## src/rtl/fft_pingpong_ram.sv

```systemverilog
// Two-bank ping-pong sample buffer: producer fills one bank while the consumer reads the other.
// Optional macro PINGPONG_ERR_EN enables the sticky wr_ovf / rd_udf / addr_err flags.
module fft_pingpong_ram #(
  parameter int unsigned WORDSIZE = 16,
  parameter int unsigned ADDRSIZE = 5,
  parameter int unsigned NUMADDR  = 32
) (
  input  logic                clk,
  input  logic                rst,
  input  logic                wr_en,
  input  logic [ADDRSIZE-1:0] wr_addr,
  input  logic [WORDSIZE-1:0] wr_data,
  input  logic                wr_last,
  output logic                wr_ready,
  input  logic                rd_en,
  input  logic [ADDRSIZE-1:0] rd_addr,
  input  logic                rd_done,
  output logic                rd_avail,
  output logic [WORDSIZE-1:0] rd_data,
  output logic                rd_valid,
  output logic                wr_ovf,
  output logic                rd_udf,
  output logic                addr_err
);

  localparam logic [ADDRSIZE:0] NumAddr = NUMADDR[ADDRSIZE:0];

  logic [WORDSIZE-1:0] mem [2][2**ADDRSIZE];
  logic                wr_sel;
  logic                rd_sel;
  logic [1:0]          bank_full;

  logic wr_in_range;
  logic rd_in_range;
  logic wr_acc;
  logic wr_close;
  logic rd_acc;
  logic rd_rel;

  assign wr_ready    = !bank_full[wr_sel];
  assign rd_avail    = bank_full[rd_sel];
  assign wr_in_range = {1'b0, wr_addr} < NumAddr;
  assign rd_in_range = {1'b0, rd_addr} < NumAddr;
  assign wr_acc      = wr_en & wr_ready;
  assign wr_close    = wr_acc & wr_last;
  assign rd_acc      = rd_en & rd_avail & rd_in_range;
  assign rd_rel      = rd_done & rd_avail;

  // Close and release never target the same bank, so both updates can land in one cycle.
  always_ff @(posedge clk) begin
    if (rst) begin
      wr_sel    <= 1'b0;
      rd_sel    <= 1'b0;
      bank_full <= 2'b00;
      rd_data   <= '0;
      rd_valid  <= 1'b0;
    end else begin
      rd_valid <= rd_acc;
      if (rd_acc) begin
        rd_data <= mem[rd_sel][rd_addr];
      end
      if (wr_close) begin
        bank_full[wr_sel] <= 1'b1;
        wr_sel            <= ~wr_sel;
      end
      if (rd_rel) begin
        bank_full[rd_sel] <= 1'b0;
        rd_sel            <= ~rd_sel;
      end
    end
  end

  // Storage is intentionally not cleared by reset.
  always_ff @(posedge clk) begin
    if (!rst && wr_acc && wr_in_range) begin
      mem[wr_sel][wr_addr] <= wr_data;
    end
  end

`ifdef PINGPONG_ERR_EN
  always_ff @(posedge clk) begin
    if (rst) begin
      wr_ovf   <= 1'b0;
      rd_udf   <= 1'b0;
      addr_err <= 1'b0;
    end else begin
      if (wr_en && !wr_ready) begin
        wr_ovf <= 1'b1;
      end
      if ((rd_en || rd_done) && !rd_avail) begin
        rd_udf <= 1'b1;
      end
      if ((wr_acc && !wr_in_range) || (rd_en && rd_avail && !rd_in_range)) begin
        addr_err <= 1'b1;
      end
    end
  end
`else
  assign wr_ovf   = 1'b0;
  assign rd_udf   = 1'b0;
  assign addr_err = 1'b0;
`endif

endmodule

```

## config.mk

```make
export PLATFORM = sky130hd
export DESIGN_NAME = fft_pingpong_ram
export DESIGN_NICKNAME = d
export VERILOG_FILES = /design/src/rtl/fft_pingpong_ram.sv
export SDC_FILE = /design/constraint.sdc
export NUM_CORES = 1
export LEC_CHECK = 0
export ABC_AREA = 0
export CORE_MARGIN = 8
export CORE_UTILIZATION = 24
export DETAILED_ROUTE_END_ITERATION = 7
export PLACE_DENSITY = 0.51
export RECOVER_POWER = 50
export SYNTH_ARGS = -nofsm -noshare
export SYNTH_HDL_FRONTEND = slang
export SYNTH_SLANG_ARGS = --single-unit
export TNS_END_PERCENT = 50
```

## constraint.sdc

```tcl
create_clock -name clk -period 2.8 [get_ports clk]
set_clock_uncertainty 0.1 [all_clocks]
set_input_delay 0.28 -clock clk [delete_from_list [all_inputs] [get_ports clk]]
set_output_delay 0.28 -clock clk [all_outputs]
set_load 0.01 [all_outputs]
```

==> qor.yml <==
status: "finished with violations"
violations: "max-capacitance violations, max-slew violations"
crit_path_start_kind: "register"
rsz0062_at_grt: "false"
htree_levels: 3
drtIter0Drc: 1861
synth_cell_types: 40
drc: 0
hpwl_mm: 68.29
power_density_nw_per_um2: 684.4
hold_path_class: "input pin to register"
met2_usage: 0.2036
drt_wl_total_mm: 107.1
antenna_found_initial: 4
setup_violations: 0
grt_pass1_vias: 20350
grt.overflow.total: 0
met3_usage: 0.01757
design_area_um2: 48940
place_area_um2: 45480
cts_tree: "done"
crit_slowest_cell: "mux4_2"
whs_ns: 0.2132
synth_top_area_frac: 0.7687
cts_resized: 0
grt-busiest-layer: "met2"
grt_util_all_layers: 0.1156
crit_path_end_kind: "register"
coreArea_um2: 166300
synth_async_sr_flop_share: 0
worstPathArrival_ns: 3.24
die_area_um2: 180000
drive_above_1_share: 0.2613
synth_ff_type: "edfxtp_1"
clock.fmax_mhz: 362.9
ioPinCount: 54
cp_top_family: "compound AO/OA/AOI/OAI gates"
ys_seq_area_frac: 0.7797
die_h_um: 424.3
first_pass_iters: 5
start_util: 0.2406
cts_buffers: 105
synth_area_leaders: "edfxtp_1 (77%), mux4_2 (10%), mux2i_1 (4.0%)"
maxSlewHeadroom: -0.4498
rows: 150
n_fill_cell: 16220
grt_max_degree: 65
nNetsFinal: 2175
syn_inst: 1877
synth-edff-count: 1024
routabilityCongestion: 0.8293
hold_viol_final: 0
cts-root-buf: "clkbuf_16"
worstMarginPinSlew_ns: 2.175
netlist_area_um2: 40000
wl_per_cell_um: 24.12
ir_drop_mv: 0.5221
area_delta_synth_final_pct: 22.35
crit_type: "register to register"
maxCapViolCount: 13
clockBufferDepth: 3
vias_per_cell: 4.438
synth_area_per_cell_um2: 21.31
crit_buf_inv: 1
grt_use_met1: 0.1474
grt_pass1_wl_mm: 151.2
clk_pin_slew_worst_paths_ns: 0.06
cts.sinks: 1046
register_area_um2: 31190
ant_nets: 0
slew_violations: 523
multiInputGateArea_um2: 8292
yosysTopAreaCell: "edfxtp_1"
slowest_delay_ns: 0.56
p_leak_nw: 15.38
crit_path_cell_trace: "buf_4 -> mux4_2 -> a22o_1 -> a221oi_2 -> a31oi_1 -> or3_1"
synth_seq_cells: 1046
portBuffers: 50
min_from: "rd_done"
final.period_utilization: 0.9841
crit_fanout: 10
fin_crit_ns: 2.755
cp.required_ns: 3.28
synth_warnings: 0
vias: 19700
clock_latency_ns: 0.69
die_w_um: 424.3
[logic make-up (layout without fill, tap and decap cells)]
logic type      count (synthesis)  count (layout)  share of synthesized area
buf+inv                       111             463                    0.01401
compound gates                195             195                    0.03647
xor+xnor                        1               1                  0.0002190
other cells                     1               7                 0.00009375
mux                           354             354                     0.1493
simple gates                  169             169                    0.02017
flops                        1046            1046                     0.7797
[synth_stat cells (2+ instances only)]
| master | n |
|---|---|
| and3_1 | 2 |
| a31oi_1 | 17 |
| edfxtp_1 | 1024 |
| mux4_2 | 185 |
| nor2b_1 | 8 |
| and2_1 | 2 |
| mux2i_1 | 161 |
| a22oi_1 | 96 |
| a21oi_1 | 18 |
| mux4_1 | 7 |
| clkbuf_1 | 39 |
| buf_6 | 5 |
| buf_1 | 14 |
| nand2_1 | 13 |
| nand4_1 | 2 |
| o21ai_0 | 16 |
| a2bb2oi_1 | 15 |
| dfxtp_1 | 22 |
| nor3_1 | 4 |
| nand3_1 | 36 |
| a22o_1 | 16 |
| a221oi_1 | 9 |
| a221oi_2 | 7 |
| nor2_1 | 76 |
| or3_1 | 17 |
| buf_4 | 6 |
| buf_2 | 45 |
| nand3b_1 | 3 |
[final cells by class]
cell class	instances	area share
well taps	2204	0.05634
diodes	4	0.0002045
clock buffers	138	0.06018
flip-flops and latches	1046	0.6373
clock inverters	57	0.01340
multi-input cells	722	0.1694
repair buffers	268	0.06312
[metal layers]
metal | part of all wire | wire length [um]
met1 | 0.41 | 44080
met4 | 0.024 | 2594
met5 | 0 | 0
met2 | 0.51 | 55090
met3 | 0.050 | 5312
[what timing repair did]
action,CTS,global route
buffers inserted,0,2
setup endpoints to repair,0,2
hold endpoints to repair,59,0
hold buffers,4,0
[worst reg2reg max path: stages, from the launching register on]
cell      delay, ns
dfxtp_4        0.50
buf_4          0.22
mux4_2         0.56
a22o_1         0.36
a221oi_2       0.20
a31oi_1        0.28
or3_1          0.43
[path summary, 6_finish.rpt]
path / cells past startpoint / to / slack, ns
worst max-delay path: 6 / rd_data[13] / 0.04
worst min-delay path: 4 / bank_full[0] / 0.21
worst max register to register: 6 / rd_data[13] / 0.04
worst min register to register: 2 / bank_full[0] / 0.45
[cells in the final DEF (no fill, tap or decap), drive strengths merged, types with 3 or more instances in the layout]
| cell type | synthesis | routed |
|---|---|---|
| edfxtp | 1024 | 1024 |
| nor2b | 8 | 8 |
| clkdlybuf4s50 | 0 | 22 |
| or3 | 17 | 17 |
| conb | 1 | 3 |
| diode | 0 | 4 |
| a22o | 16 | 16 |
| mux2i | 161 | 161 |
| a21oi | 18 | 18 |
| bufinv | 0 | 14 |
| a221oi | 16 | 16 |
| o21ai | 16 | 16 |
| buf | 72 | 195 |
| dlygate4sd3 | 0 | 14 |
| nand3 | 36 | 36 |
| nor3 | 4 | 4 |
| mux4 | 192 | 192 |
| nand2 | 13 | 13 |
| nor2 | 76 | 76 |
| a31oi | 17 | 17 |
| dfxtp | 22 | 22 |
| a22oi | 96 | 96 |
| a2bb2oi | 15 | 15 |
| nand3b | 3 | 3 |
| clkinv | 0 | 39 |
| clkbuf | 39 | 175 |
[through the flow]
step / power (W) / setup WS (ns) / std cells / util / setup TNS, ns
after global placement: 0.01933 / -0.3952 / 4234 / 0.2735 / -1.254
after detailed placement: 0.01936 / -0.3754 / 4234 / 0.2735 / -1.555
after floorplan: 0.01839 / -0.1021 / 1879 / - / -38.28
after CTS: 0.03389 / 0.009452 / 4433 / 0.2954 / 0
after global routing: 0.03446 / 0.004978 / 4435 / 0.2943 / 0
final: 0.03349 / 0.04452 / 4439 / 0.2943 / 0
[flip-flops by register name, summed over array words and instances (netlist names), named ones only]
name and count:
rd_data 16, bank_full 2, rd_valid 1, wr_sel 1, rd_sel 1, mem 1024
[report_power, final]
part	switching (W)	internal, W
clock network	0.00585	0.00867
registers	0.0000372	0.0172
logic	0.00103	0.000664
Note: power is estimated with default switching activity, not from simulation.
